[src/rtl/scan_sequencer_pkg.sv]
// scan_sequencer_pkg: shared widths, default grid/settle constants and FSM state encodings for the scan sequencer
package scan_sequencer_pkg;
  localparam int ADC_W = 12;
  localparam int PW_W = 32;
  localparam int PW_MIN_D = 5000;
  localparam int PW_MAX_D = 25000;
  localparam int PW_STEP_D = 1000;
  localparam int SETTLE_CYC_D = 1000000;
  localparam logic [2:0] S_IDLE = 3'd0;
  localparam logic [2:0] S_SETTLE = 3'd1;
  localparam logic [2:0] S_SAMPLE = 3'd2;
  localparam logic [2:0] S_COMPARE = 3'd3;
  localparam logic [2:0] S_STEP = 3'd4;
  localparam logic [2:0] S_PARK = 3'd5;
  localparam logic [2:0] S_FINISH = 3'd6;
endpackage

[src/rtl/scan_sequencer_if.sv]
// scan_sequencer_if: ADC handshake, max-register link and servo command bundle; master is the sequencer side
interface scan_sequencer_if;
  import scan_sequencer_pkg::*;
  logic start;
  logic adc_req;
  logic adc_valid;
  logic [ADC_W-1:0] adc_data;
  logic [ADC_W-1:0] lv;
  logic [ADC_W-1:0] pv;
  logic gt;
  logic [PW_W-1:0] pulse_max_h;
  logic [PW_W-1:0] pulse_max_v;
  logic [PW_W-1:0] pulse_h;
  logic [PW_W-1:0] pulse_v;
  logic busy;
  logic done;
  modport master (
    input start, adc_valid, adc_data, lv, pulse_max_h, pulse_max_v,
    output adc_req, pv, gt, pulse_h, pulse_v, busy, done
  );
  modport slave (
    output start, adc_valid, adc_data, lv, pulse_max_h, pulse_max_v,
    input adc_req, pv, gt, pulse_h, pulse_v, busy, done
  );
endinterface

[src/rtl/scan_sequencer_settle_timer.sv]
// settle_timer: loadable down-counter; expire pulses on the last of max(CYC,1) counted cycles, run while counting
module settle_timer #(
  parameter int CYC = 1
) (
  input  logic CLK,
  input  logic RST,
  input  logic load,
  output logic expire,
  output logic run
);
  localparam int N = (CYC < 1) ? 1 : CYC;
  logic [31:0] cnt;
  assign expire = cnt == 32'd1;
  assign run = cnt != 32'd0;
  // load restarts the count; otherwise count down to zero and stop
  always_ff @(posedge CLK)
    if (RST) cnt <= '0;
    else if (load) cnt <= 32'(N);
    else if (run) cnt <= cnt - 32'd1;
endmodule

[src/rtl/scan_sequencer.sv]
// scan_sequencer: raster-scan servo sweep with settle, ADC sample and max compare, then park at best; SCAN_HYSTERESIS_EN adds HYST margin
module scan_sequencer
  import scan_sequencer_pkg::*;
#(
  parameter int PW_MIN = PW_MIN_D,
  parameter int PW_MAX = PW_MAX_D,
  parameter int PW_STEP = PW_STEP_D,
`ifdef SCAN_HYSTERESIS_EN
  parameter int HYST = 8,
`endif
  parameter int SETTLE_CYC = SETTLE_CYC_D
) (
  input logic CLK,
  input logic RST,
  scan_sequencer_if.master bus
);
  logic [2:0] state;
  logic first;
  logic load;
  logic expire;
  logic run;
  logic win;
  logic h_ok;
  logic v_ok;
  settle_timer #(.CYC(SETTLE_CYC)) u_timer (
    .CLK(CLK),
    .RST(RST),
    .load(load),
    .expire(expire),
    .run(run)
  );
`ifdef SCAN_HYSTERESIS_EN
  assign win = {1'b0, bus.pv} > ({1'b0, bus.lv} + (ADC_W+1)'(HYST));
`else
  assign win = bus.pv > bus.lv;
`endif
  assign h_ok = ({1'b0, bus.pulse_h} + 33'(PW_STEP)) <= 33'(PW_MAX);
  assign v_ok = ({1'b0, bus.pulse_v} + 33'(PW_STEP)) <= 33'(PW_MAX);
  assign load = (state == S_IDLE && bus.start) || (state == S_STEP && (h_ok || v_ok)) || (state == S_PARK && !run);
  assign bus.gt = state == S_COMPARE && (first || win);
  assign bus.busy = state != S_IDLE;
  assign bus.done = state == S_FINISH;
  // scan FSM: positions and sample only change outside COMPARE so the register latches a consistent set
  always_ff @(posedge CLK)
    if (RST) begin
      state <= S_IDLE;
      bus.pulse_h <= PW_W'(PW_MIN);
      bus.pulse_v <= PW_W'(PW_MIN);
      bus.pv <= '0;
      bus.adc_req <= 1'b0;
      first <= 1'b0;
    end else begin
      case (state)
        S_IDLE: if (bus.start) begin
          bus.pulse_h <= PW_W'(PW_MIN);
          bus.pulse_v <= PW_W'(PW_MIN);
          first <= 1'b1;
          state <= S_SETTLE;
        end
        S_SETTLE: if (expire) begin
          bus.adc_req <= 1'b1;
          state <= S_SAMPLE;
        end
        S_SAMPLE: if (bus.adc_req && bus.adc_valid) begin
          bus.pv <= bus.adc_data;
          bus.adc_req <= 1'b0;
          state <= S_COMPARE;
        end
        S_COMPARE: begin
          first <= 1'b0;
          state <= S_STEP;
        end
        S_STEP: if (h_ok) begin
          bus.pulse_h <= bus.pulse_h + PW_W'(PW_STEP);
          state <= S_SETTLE;
        end else if (v_ok) begin
          bus.pulse_h <= PW_W'(PW_MIN);
          bus.pulse_v <= bus.pulse_v + PW_W'(PW_STEP);
          state <= S_SETTLE;
        end else state <= S_PARK;
        S_PARK: if (!run) begin
          bus.pulse_h <= bus.pulse_max_h;
          bus.pulse_v <= bus.pulse_max_v;
        end else if (expire) state <= S_FINISH;
        S_FINISH: state <= S_IDLE;
        default: state <= S_IDLE;
      endcase
    end
endmodule

[src/flat_wrapper.sv]
// flat-port wrapper written by rule: the top's interface ports become plain ports
module scan_sequencer_flat import scan_sequencer_pkg::*;
#(
  parameter int PW_MIN = PW_MIN_D,
  parameter int PW_MAX = PW_MAX_D,
  parameter int PW_STEP = PW_STEP_D,

  parameter int SETTLE_CYC = SETTLE_CYC_D
)
  (CLK, RST, bus_start, bus_adc_valid, bus_adc_data, bus_lv, bus_pulse_max_h, bus_pulse_max_v, bus_adc_req, bus_pv, bus_gt, bus_pulse_h, bus_pulse_v, bus_busy, bus_done);
  scan_sequencer_if bus_i ();
  input logic CLK;
  input logic RST;
  input wire logic [$bits(bus_i.start)-1:0] bus_start;
  input wire logic [$bits(bus_i.adc_valid)-1:0] bus_adc_valid;
  input wire logic [$bits(bus_i.adc_data)-1:0] bus_adc_data;
  input wire logic [$bits(bus_i.lv)-1:0] bus_lv;
  input wire logic [$bits(bus_i.pulse_max_h)-1:0] bus_pulse_max_h;
  input wire logic [$bits(bus_i.pulse_max_v)-1:0] bus_pulse_max_v;
  output wire logic [$bits(bus_i.adc_req)-1:0] bus_adc_req;
  output wire logic [$bits(bus_i.pv)-1:0] bus_pv;
  output wire logic [$bits(bus_i.gt)-1:0] bus_gt;
  output wire logic [$bits(bus_i.pulse_h)-1:0] bus_pulse_h;
  output wire logic [$bits(bus_i.pulse_v)-1:0] bus_pulse_v;
  output wire logic [$bits(bus_i.busy)-1:0] bus_busy;
  output wire logic [$bits(bus_i.done)-1:0] bus_done;
  assign bus_i.start = bus_start;
  assign bus_i.adc_valid = bus_adc_valid;
  assign bus_i.adc_data = bus_adc_data;
  assign bus_i.lv = bus_lv;
  assign bus_i.pulse_max_h = bus_pulse_max_h;
  assign bus_i.pulse_max_v = bus_pulse_max_v;
  assign bus_adc_req = bus_i.adc_req;
  assign bus_pv = bus_i.pv;
  assign bus_gt = bus_i.gt;
  assign bus_pulse_h = bus_i.pulse_h;
  assign bus_pulse_v = bus_i.pulse_v;
  assign bus_busy = bus_i.busy;
  assign bus_done = bus_i.done;
  scan_sequencer #(.PW_MIN(PW_MIN), .PW_MAX(PW_MAX), .PW_STEP(PW_STEP), .SETTLE_CYC(SETTLE_CYC)) u_core (.CLK(CLK), .RST(RST), .bus(bus_i));
endmodule
[config.mk]
export PLATFORM = sky130hd
export DESIGN_NAME = scan_sequencer_flat
export DESIGN_NICKNAME = d
export VERILOG_FILES = /design/src/rtl/scan_sequencer_pkg.sv /design/src/rtl/scan_sequencer_if.sv /design/src/rtl/scan_sequencer_settle_timer.sv /design/src/rtl/scan_sequencer.sv /design/src/flat_wrapper.sv
export SDC_FILE = /design/constraint.sdc
export NUM_CORES = 1
export LEC_CHECK = 0
export ABC_AREA = 1
export BUFFER_PORTS_ARGS = -buffer_cell sky130_fd_sc_hd__clkbuf_2
export CAP_MARGIN = 10
export CORE_MARGIN = 2
export CORE_UTILIZATION = 60
export DETAILED_ROUTE_END_ITERATION = 16
export GPL_ROUTABILITY_DRIVEN = 0
export MAX_ROUTING_LAYER = met4
export PLACE_DENSITY = 0.86
export SYNTH_ARGS = -nofsm -noshare
export SYNTH_HDL_FRONTEND = slang
export SYNTH_HIERARCHICAL = 1
export SYNTH_SLANG_ARGS = --single-unit
[constraint.sdc]
create_clock -name CLK -period 5.25 [get_ports CLK]
set_clock_uncertainty 0.1 [all_clocks]
set_input_delay 0.7875 -clock CLK [delete_from_list [all_inputs] [get_ports CLK]]
set_output_delay 0.7875 -clock CLK [all_outputs]
set_load 0.005 [all_outputs]
### After elaboration in Yosys (flattened, before gate mapping)

Index checks and enable logic that the tools add are counted.

| storage, ports and cells | value |
|---|---|
| register bits | 113 |

| operators by class | value |
|---|---|
| eq/ne operators | 16 |
| add/subtract/negate cells | 5 |
| order comparisons | 3 |
| mux-type cells | 24 |
| reduce and logical (&&, ||, !) cells | 24 |

Operators with widths:

| kind | number |
|---|---|
| $mux 32 | 7 |
| $pmux 32 s3 | 2 |
| $add 32x10->33 const B | 2 |
| $le 33x15->1 const B | 2 |
| $add 32x10->32 const B | 2 |
| $mux 20 | 2 |
| $eq 32x1->1 const B | 1 |
| $reduce_bool 32->1 | 1 |
| $sub 32x1->32 const B | 1 |
| $mux 3 | 7 |
| $pmux 3 s6 | 1 |
| $gt 12x12->1 | 1 |
| $ne 2x1->1 const B | 5 |
| $reduce_and 5->1 | 2 |
| $eq 3x3->1 const B | 3 |
| $eq 3x2->1 const B | 2 |
| $ne 2x2->1 const B | 3 |
| $reduce_bool 2->1 | 3 |
| $reduce_bool 3->1 | 2 |
| $logic_and 1x1->1 | 5 |
| $logic_or 1x1->1 | 4 |
| $pmux 1 s2 | 2 |
| $reduce_and 2->1 | 2 |
| $reduce_and 4->1 | 1 |
| 7 further kinds | 9 |

### Longest topological paths before layout

Gate-level depths: netlist of run 1.

| logic depth | value |
|---|---|
| word-level depth | 7 |
| mapped depth | 19 |
| gate-level depth less buffers | 18 |

### Cells and area by module

Netlist of run 1, hierarchy kept.

By module, submodules not included:

| module | cells an instance | area an instance (um2) | sequential area each (um2) | times used |
|---|---|---|---|---|
| scan_sequencer | 1152 | 6545.0 | 1621.6 | 1 |
| settle_timer | 336 | 2105.8 | 640.6 | 1 |

### Worst setup path after synthesis of run 1

No wires, ideal clock.

| timing | value |
|---|---|
| path kind | register to register |
| from | register u_core.bus.pulse_h[3] |
| to | register u_core.u_timer.cnt[2] |
| data arrival time | 2.512 ns |
| slack | 2.507 ns |
| data required time | 5.018 ns |
| path buffers | 2 |
| stages on the path, launching flop included | 17 |
| library setup time | 0.132 ns |
| path through | dfxtp_1 > ha_1 > nor2_2 > nand3_1 > nand2_1 > nor2_1 > xor2_1 > nor2_1 > nand2_1 > nor3_4 > nand3_4 > buf_6 > nand3_2 > nor2_1 > inv_1 > clkbuf_1 > nor3_1 |

| on the way | value |
|---|---|
| word-level cells in the longest chain between the ends | 7 |

Ends and longest elaborated chain:

| item | RTL line | RTL |
|---|---|---|
| from (decl) | scan_sequencer_if.sv:19 | `output adc_req, pv, gt, pulse_h, pulse_v, busy, done` |
| from (signal assigned) | scan_sequencer.sv:47 | `bus.pulse_h <= PW_W'(PW_MIN);` |
| from (signal assigned) | scan_sequencer.sv:55 | `bus.pulse_h <= PW_W'(PW_MIN);` |
| from (signal assigned) | scan_sequencer.sv:74 | `bus.pulse_h <= bus.pulse_h + PW_W'(PW_STEP);` |
| $add 32x10->33 | scan_sequencer.sv:37 | `assign h_ok = ({1'b0, bus.pulse_h} + 33'(PW_STEP)) <= 33'(PW_MAX);` |
| $le 33x15->1 | scan_sequencer.sv:37 |  |
| $logic_or 1x1->1 | scan_sequencer.sv:39 | `assign load = (state == S_IDLE && bus.start) \|\| (state == S_STEP && (h_ok \|\| v_ok)) \|\| (state == S_PARK && !ru ...` |
| $logic_and 1x1->1 | scan_sequencer.sv:39 |  |
| $logic_or 1x1->1 (2 in a row) | scan_sequencer.sv:39 |  |
| via u_core.load | scan_sequencer.sv:19 | `logic load;` |
| $reduce_or 2->1 (no source line) | -- |  |
| to (signal assigned) | scan_sequencer_settle_timer.sv:18 | `else if (load) cnt <= 32'(N);` |
| to (signal assigned) | scan_sequencer_settle_timer.sv:19 | `else if (run) cnt <= cnt - 32'd1;` |
| to (decl) | scan_sequencer_settle_timer.sv:12 | `logic [31:0] cnt;` |

The timed path passes the listed nets, and every way through them passes these cells.
A chain may end at the register's enable or synchronous reset.

### Worst setup path in the final report of run 1

Ends and elaborated chain as after synthesis.

==> parameters.txt, run 1 <==
Parameter                              Value

Drt
  Number of detailed-route iterations in the first pass    6
  Wire length per cell after detailed routing    14.2 um
  Drt first-iter violations    871
  DRT antenna net count    0
  Post-route DRC violation count    0
  Via density per instance    5.52
  Met1 layer wirelength in the final routing    10600 um
  Amount of wire on met2 after detailed routing    12000 um
  Met3 WL    2360 um
  Final WL    25800 um
  Via count    10.1k
  DR top layer    met4

Floorplanning
  Std-Cell Rows    43
  I/O pin cnt    172
  Die Y-Extent    124 um
  Starting density of the core    61.8%
  Die Footprint    15400 sq um
  Horizontal die dimension    124 um
  Placeable core area    14000 sq um

Global route
  Global-route usage over all layers    34.5%
  Pin count of the biggest net entering global routing    59
  Initial antenna violation count    1
  Global-route wire length before repair    41000 um
  Vias in the first global route    9007
  Congestion Overflow GR    0

Finish
  Layout cells sized above 1    18.1%
  Net total in the final layout    1740
  Total non-filler cell area in the finished layout    10100 sq um
  P&R area growth vs syn    16.5%
  Non-filler cells in the finished layout    1825

STA
  Transition time at the pin with the least slew margin    829 ps
  Period utilisation layout    80.7%
  Unrepaired setup endpoints after global routing    false
  Setup slack of the critical path after layout    1020 ps
  Pins Over Slew Limit    0
  Count of endpoints failing hold in the final timing report    0
  Max frequency    0.236 GHz
  Worst slew margin relative to its limit    44.5%
  Total Neg Setup Slack    0 ps
  Tmin final    4230 ps
  Number of setup violations in the final report    0

Synth
  Number of nets produced by synthesis    1597
  Main combinational cell family by area after synthesis    simple AND/OR/NAND/NOR gates
  Proportion of register bits with asynchronous set or reset after synthesis    0%
  Adder-cell share of the synthesized area    2.46%
  Number of unique standard cell types used by synthesis    42
  Share of synthesized cell area in and, or, nand and nor gates    50.3%
  Compound-gate portion of the synthesized area    6.38%
  Number of synthesized flops with an enable pin    0
  Total of flip-flops plus latches after synthesis    113
  Fraction of synthesized cell area in xor and xnor cells    1.92%
  Top cell type by total area after synthesis    sky130_fd_sc_hd__dfxtp_1
  Combined area of all synthesized cells    8650 sq um
  Fraction of synthesized cell area taken by the top area cell type    26.1%
  Mux contribution to synthesized area    0%
  Number of warnings printed during yosys synthesis    6
  Prevailing post-synth register cell    sky130_fd_sc_hd__dfxtp_1
  Seq/Total Area, Yosys    26.1%
  Largest cells by area after synthesis    sky130_fd_sc_hd__dfxtp_1, sky130_fd_sc_hd__nand2_1, sky130_fd_sc_hd__nor2_1, sky130_fd_sc_hd__inv_1, sky130_fd_sc_hd__nand4_1
  Average instance area after synthesis    5.81 sq um
  Number of instances in the synthesized netlist    1488

Power
  Internal cell power    3.12 mW
  Switching fraction of total power    49.9%
  Seq pwr share    25.4%
  Maximum resistive drop on vdd    0.288 mV
  Part of the total power dissipated in combinational logic    55.6%
  Leakage    5.19 nW
  Clk network pwr share    19.0%
  Psw    3.11 mW
  Power density of the placed cells    619 nW/um^2

Clock tree
  Hold bufs inserted after CTS    0
  Clock net sink count    113
  H-tree depth    4
  Post-CTS setup repair buffer count    0
  Clk Tree Root Cell    sky130_fd_sc_hd__clkbuf_16
  Inserted Clock Buffers    17
  Post_cts resized    0
  Clock transition at the registers of the reported paths    50 ps
  Clock latency on the worst-skew pair    430 ps
  Clock tree from TritonCTS    built
  Buffer levels on the longest clock path    2

Worst setup path
  Endpoint arrival time on the critical path    4410 ps
  End point of the critical path    u_core/u_timer/cnt[2]
  Depth of the most critical reg-to-reg path    14
  Data required time of the critical path    5430 ps
  Crit-path max FO    58
  Crit path launch type    flip-flop
  Setup crit start    u_core/bus.pulse_h[3]
  CP endpoint kind    flip-flop
  Slack of the worst reg-to-reg path    1020 ps
  Category of the most critical setup path    flip-flop to flip-flop
  Reg-to-Reg End    u_core/u_timer/cnt[2]
  Worst flop-to-flop path startpoint    u_core/bus.pulse_h[3]

Placement
  Port Buffers    171
  Post-place setup slack    1130 ps
  Dpl cell area    9460 sq um
  Cell Count Post-Placement    1792
  Post-detail-place hpwl    18500 um

Hold path
  Number of cells on the worst hold path    2
  Path type of the worst min-delay path    flip-flop to flip-flop

Status
  Result of the run    completed

Flow run
  Max-cap violation count    0
==> cells in the final DEF (no fill, tap or decap), drive strengths merged <==
cell type | synthesis | final
nand2 | 453 | 453
nor2 | 299 | 299
inv | 211 | 211
clkbuf | 20 | 194
dfxtp | 113 | 113
nand3 | 110 | 110
nand4 | 83 | 83
o21ai | 52 | 52
a21oi | 27 | 27
ha | 17 | 17
xor2 | 14 | 14
nor3 | 11 | 11
or2 | 10 | 10
a22oi | 6 | 6
a211oi | 6 | 6
clkinv | 2 | 6
nand3b | 5 | 5
buf | 32 | 5
xnor2 | 5 | 5
clkinvlp | 0 | 3
and2 | 3 | 3
o22ai | 3 | 3
bufinv | 0 | 2
diode | 0 | 1
nor4 | 1 | 1
o2111a | 1 | 1
o211ai | 1 | 1
a32o | 1 | 1
a41oi | 1 | 1
a31oi | 1 | 1
==> through the flow <==
| step | power, mW | utilization, % | hold WS (ps) |
|---|---|---|---|
| finish | 6.24 | 72.0 | 367 |
| global route | 6.76 | 72.0 | 403 |
| CTS | 6.17 | 72.0 | 365 |
| detailed placement | 4.96 | 67.6 | 358 |
| global placement | 4.87 | 67.6 | 351 |
| floorplan | 4.15 | - | 335 |
==> worst max-delay path, cell delays in order, from the launching register on <==
cell	delay, ps
sky130_fd_sc_hd__dfxtp_1	360
sky130_fd_sc_hd__ha_1	240
sky130_fd_sc_hd__nor2_2	170
sky130_fd_sc_hd__nand3_1	240
sky130_fd_sc_hd__nand2_1	140
sky130_fd_sc_hd__nor2_1	60
sky130_fd_sc_hd__xor2_1	140
sky130_fd_sc_hd__nor2_1	90
sky130_fd_sc_hd__nand2_1	90
sky130_fd_sc_hd__nor3_4	500
sky130_fd_sc_hd__nand3_4	680
sky130_fd_sc_hd__nand3_2	400
sky130_fd_sc_hd__nor2_1	140
sky130_fd_sc_hd__inv_1	590
sky130_fd_sc_hd__nor3_1	130
==> flip-flops by register name (all words and copies together), names as in the netlist <==
signal and cells:
u_core/u_timer/cnt 32, u_core/bus.pv 12, u_core/state 3, u_core/bus.adc_req 1
u_core/bus.pulse_h 32, u_core/first 1, u_core/bus.pulse_v 32
==> area by class of cell <==
| cell class | instances | area [sq um] |
|---|---|---|
| Inverter | 213 | 800 |
| Sequential cell | 113 | 2260 |
| Clock buffer | 23 | 508 |
| Tap cell | 180 | 225 |
| Multi-Input combinational cell | 1110 | 5280 |
| Clock inverter | 9 | 103 |
| Timing Repair Buffer | 176 | 893 |
| Fill cell | 1236 | 3910 |
| Antenna cell | 1 | 2.50 |
==> cells in the mapped netlist, types with 2 or more instances <==
master and instances:
sky130_fd_sc_hd__a22oi_1 6, sky130_fd_sc_hd__nand4_1 83, sky130_fd_sc_hd__clkbuf_1 20, sky130_fd_sc_hd__nand3_1 98
sky130_fd_sc_hd__o22ai_1 3, sky130_fd_sc_hd__inv_1 195, sky130_fd_sc_hd__nand3_4 2, sky130_fd_sc_hd__clkinv_1 2
sky130_fd_sc_hd__nor3_1 10, sky130_fd_sc_hd__o21ai_0 49, sky130_fd_sc_hd__a21oi_1 26, sky130_fd_sc_hd__ha_1 17
sky130_fd_sc_hd__nand3b_1 5, sky130_fd_sc_hd__buf_1 3, sky130_fd_sc_hd__nor2_1 267, sky130_fd_sc_hd__nor2_2 21
sky130_fd_sc_hd__or2_2 9, sky130_fd_sc_hd__buf_2 17, sky130_fd_sc_hd__o21ai_1 3, sky130_fd_sc_hd__buf_6 11
sky130_fd_sc_hd__a211oi_1 6, sky130_fd_sc_hd__xor2_1 14, sky130_fd_sc_hd__nor2_4 10, sky130_fd_sc_hd__nand3_2 10
sky130_fd_sc_hd__nand2_2 15, sky130_fd_sc_hd__xnor2_1 5, sky130_fd_sc_hd__dfxtp_1 113, sky130_fd_sc_hd__and2_1 3
sky130_fd_sc_hd__inv_2 16, sky130_fd_sc_hd__nand2_1 437
==> cells by family after synthesis <==
family | Yosys count
AO/OA/AOI/OAI | 99
flip-flops | 113
buffers and inverters | 265
XOR/XNOR | 19
adder cells (fa/ha/maj) | 17
AND/OR/NAND/NOR | 975
==> power groups by stage <==
stage          sequential [mW]  combinational, mW  clock, mW
6_report                  1.59               3.47       1.18
5_1_grt                   1.63               3.89       1.24
4_1_cts                   1.57               3.41       1.19
3_5_place_dp              1.59               3.37          0
3_3_place_gp              1.58               3.29          0
2_1_floorplan             1.47               2.67          0
==> worst min-delay path by stage <==
stage	end	slack, ps	startpoint
floorplan	u_core/first	330	u_core/first
global placement	u_core/first	350	u_core/first
detailed placement	u_core/first	360	u_core/first
CTS	u_core/first	360	u_core/first
global route	u_core/first	400	u_core/first
finish	u_core/first	370	u_core/first
==> routing by layer <==
layer,track usage [%],vias up
li1,-,4967
met1,42.1,4490
met2,55.6,535
met3,6.46,78
met4,14.9,0
met5,-,-
No activity file was read; power rests on OpenSTA's default activity.
==> run 2, diff against run 1 <==
Settings changed: CORE_UTILIZATION 60 to 57, PLACE_DENSITY 0.86 to 0.82.
Clock period 5.25 ns to 4.1 ns, I/O delays scaled along.
==> run 2 against run 1 <==
Against the previous run: die area grew 5.1%; sequential share of layout area fell by 0.32 points; maximum frequency up 12%; final area increased by 1.5%; setup slack worse by 700 ps; critical endpoint is now u_core/u_timer/cnt[15].
==> parameters.txt, run 2 (synthesis results as in run 1) <==
Parameter                              Value

Status
  Result of the run    completed (unchanged)

Floorplanning
  Std-Cell Rows    45 (was 43)
  Die Footprint    16200 sq um (was 15400 sq um)
  Horizontal die dimension    127 um (was 124 um)
  Placeable core area    15000 sq um (was 14000 sq um)
  Starting density of the core    57.5% (was 61.8%)
  Die Y-Extent    127 um (was 124 um)
  I/O pin cnt    172 (unchanged)

Finish
  Total area of sequential cells    2260 sq um (unchanged)
  Commonest cells after routing, fill and taps aside    sky130_fd_sc_hd__nand2_1, sky130_fd_sc_hd__nor2_1, sky130_fd_sc_hd__inv_1 (unchanged)
  Most common library cell in the layout ignoring fill and taps    sky130_fd_sc_hd__nand2_1 (unchanged)
  Layout cells sized above 1    18.5% (was 18.1%)
  Net total in the final layout    1748 (was 1740)
  P&R area growth vs syn    18.2% (was 16.5%)
  Fill cell total of the finished layout    1383 (was 1236)
  Largest registers    u_core/bus.pulse_h x32, u_core/bus.pulse_v x32, u_core/u_timer/cnt x32 (unchanged)
  Multi-input gate area    5280 sq um (about the same)
  Final core occ    68.0% (was 72.0%)
  Antenna fix cells    0 (was 1)

Clock tree
  Clock tree from TritonCTS    built (unchanged)
  Clock latency on the worst-skew pair    420 ps (was 430 ps)
  H-tree depth    4 (unchanged)
  Buffer levels on the longest clock path    2 (unchanged)
  Inserted Clock Buffers    17 (unchanged)
  Post-CTS setup repair buffer count    0 (unchanged)
  Clk Tree Root Cell    sky130_fd_sc_hd__clkbuf_16 (unchanged)
  Clock transition at the registers of the reported paths    50 ps (about the same)
  Clock net sink count    113 (unchanged)

Worst setup path
  Crit-path max FO    27 (was 58)
  Critical path cell sequence    nand2_1, inv_2, nand2_1, nor2_1, nand2_1, nor2_1, xor2_1, nor3_4, buf_4, nand3_4, nand3_2, nor2_2, clkinvlp_2, nor2_1 (was ha_1, nor2_2, nand3_1, nand2_1, nor2_1, xor2_1, nor2_1, nand2_1, nor3_4, nand3_4, nand3_2, nor2_1, inv_1, nor3_1)
  CP delay by family, top    simple AND/OR/NAND/NOR gates (unchanged)
  Reg-to-Reg End    u_core/u_timer/cnt[15] (was u_core/u_timer/cnt[2])
  Worst flop-to-flop path startpoint    u_core/bus.pulse_h[10] (was u_core/bus.pulse_h[3])
  Max stage delay on crit path    520 ps (was 680 ps)
  Crit path launch type    flip-flop (unchanged)
  Depth of the most critical reg-to-reg path    14 (unchanged)
  Worst path buffer plus inverter count    3 (was 1)
  Category of the most critical setup path    flip-flop to flip-flop (unchanged)
  Max stage delay cell, worst path    sky130_fd_sc_hd__dfxtp_1 (was sky130_fd_sc_hd__nand3_4)
  CP endpoint kind    flip-flop (unchanged)
  Endpoint arrival time on the critical path    4030 ps (was 4410 ps)
  Slack of the worst reg-to-reg path    310 ps (was 1020 ps)
  Data required time of the critical path    4350 ps (was 5430 ps)

Placement
  Port Buffers    171 (unchanged)
  Post-detail-place hpwl    18500 um (about the same)
  Post-place setup slack    480 ps (was 1130 ps)

STA
  Max frequency    0.264 GHz (was 0.236 GHz)
  Worst slew margin relative to its limit    43.5% (was 44.5%)
  Unrepaired setup endpoints after global routing    false (unchanged)
  Hold_ws    315 ps (was 367 ps)
  Setup slack of the critical path after layout    313 ps (was 1020 ps)
  Total Neg Setup Slack    0 ps (unchanged)
  Pins Over Slew Limit    0 (unchanged)
  Tmin final    3790 ps (was 4230 ps)
  Transition time at the pin with the least slew margin    846 ps (was 829 ps)
  Number of setup violations in the final report    0 (unchanged)
  Count of endpoints failing hold in the final timing report    0 (unchanged)
  Period utilisation layout    92.4% (was 80.7%)

Drt
  Final WL    26100 um (was 25800 um)
  Drt first-iter violations    1253 (was 871)
  Number of detailed-route iterations in the first pass    8 (was 6)
  Via count    10.1k (about the same)
  DRT antenna net count    0 (unchanged)
  Wire length per cell after detailed routing    14.2 um (about the same)
  Via density per instance    5.47 (was 5.52)
  Post-route DRC violation count    0 (unchanged)

Hold path
  Path type of the worst min-delay path    primary input to flip-flop (was flip-flop to flip-flop)
  Hold Crit Endpoint    u_core/bus.pv[10] (was u_core/first)
  Hold_sp    bus_adc_data[10] (was u_core/first)
  Number of cells on the worst hold path    3 (was 2)

Global route
  Global-route usage over all layers    32.9% (was 34.5%)
  Pin count of the biggest net entering global routing    43 (was 59)
  Global-route wire length before repair    42500 um (was 41000 um)
  Vias in the first global route    8972 (was 9007)
  Initial antenna violation count    0 (was 1)
  Congestion Overflow GR    0 (unchanged)

Power
  Maximum resistive drop on vdd    0.457 mV (was 0.288 mV)
  Leakage    5.25 nW (was 5.19 nW)
  Switching fraction of total power    48.6% (was 49.9%)
  Final total power    8.26 mW (was 6.24 mW)
  Internal cell power    4.24 mW (was 3.12 mW)
  Part of the total power dissipated in combinational logic    54.4% (was 55.6%)
  Power density of the placed cells    808 nW/um^2 (was 619 nW/um^2)
  Psw    4.02 mW (was 3.11 mW)
  Seq pwr share    24.5% (was 25.4%)
  Clk network pwr share    21.0% (was 19.0%)

Flow run
  Max-cap violation count    0 (unchanged)
-- run 2: cell types whose count changed in the layout (fill, tap and decap cells not counted), moves of 2 or more --
cell	change
sky130_fd_sc_hd__clkinv_2	-3
sky130_fd_sc_hd__bufinv_16	+4
sky130_fd_sc_hd__clkbuf_8	-2
sky130_fd_sc_hd__buf_4	+7
-- run 2: worst register-to-register path: stages, from the launching register on --
cell	delay, ps
sky130_fd_sc_hd__dfxtp_1	520
sky130_fd_sc_hd__nand2_1	150
sky130_fd_sc_hd__inv_2	120
sky130_fd_sc_hd__nand2_1	80
sky130_fd_sc_hd__nor2_1	260
sky130_fd_sc_hd__nand2_1	130
sky130_fd_sc_hd__nor2_1	130
sky130_fd_sc_hd__xor2_1	270
sky130_fd_sc_hd__nor3_4	70
sky130_fd_sc_hd__buf_4	190
sky130_fd_sc_hd__nand3_4	300
sky130_fd_sc_hd__nand3_2	270
sky130_fd_sc_hd__nor2_2	390
sky130_fd_sc_hd__clkinvlp_2	530
sky130_fd_sc_hd__nor2_1	210
-- run 2: layer usage --
| metal | global-route usage, % | wire length (um) | up-vias |
|---|---|---|---|
| li1 | - | - | 4992 |
| met1 | 42.1 | 11000 | 4465 |
| met2 | 52.8 | 12000 | 533 |
| met3 | 6.03 | 2420 | 71 |
| met4 | 10.9 | 724 | 0 |
| met5 | - | 0 | - |
-- run 2: worst max path at each step --
stage	endpoint	slack, ps	from	cells past startpoint
after global routing	u_core/u_timer/cnt[29]	80	u_core/bus.pulse_h[10]	14
after CTS	u_core/u_timer/cnt[3]	380	u_core/bus.pulse_h[3]	16
after detailed placement	u_core/u_timer/cnt[2]	480	u_core/bus.pulse_h[3]	15
after global placement	u_core/u_timer/cnt[2]	570	u_core/bus.pulse_h[3]	15
final	u_core/u_timer/cnt[15]	310	u_core/bus.pulse_h[10]	14
after floorplan	u_core/u_timer/cnt[2]	1360	u_core/bus.pulse_h[3]	16
-- run 2: stage by stage --
step / std cells / area, sq um
CTS: 1838 / 10200
floorplan: 1488 / 8650
global route: 1839 / 10200
finish: 1839 / 10200
detailed placement: 1807 / 9520
global placement: 1807 / 9520
-- run 2: power groups by stage --
stage | Combinational [mW] | Clock [mW] | Sequential [mW]
3_3_place_gp | 4.25 | 0 | 2.02
5_1_grt | 5.07 | 1.80 | 2.08
3_5_place_dp | 4.34 | 0 | 2.02
6_report | 4.50 | 1.74 | 2.02
4_1_cts | 4.40 | 1.75 | 2.01
2_1_floorplan | 3.42 | 0 | 1.88
-- run 2: final cells by class --
class	count	area share, %
Timing Repair inverter	1	0.0490
Timing Repair Buffer	183	9.25
Clock inverter	9	1.97
Sequential cell	113	22.1
Tap cell	188	2.30
Inverter	213	7.86
Multi-Input combinational cell	1110	51.7
Clock buffer	22	4.74
-- run 2: repair_timing --
| action | 4_1_cts | 5_1_grt |
|---|---|---|
| hold endpoints to repair | 0 | 0 |
| hold buffers | 0 | 0 |
| gates resized for setup | 0 | 2 |
| endpoints found under the setup margin | 0 | 4 |
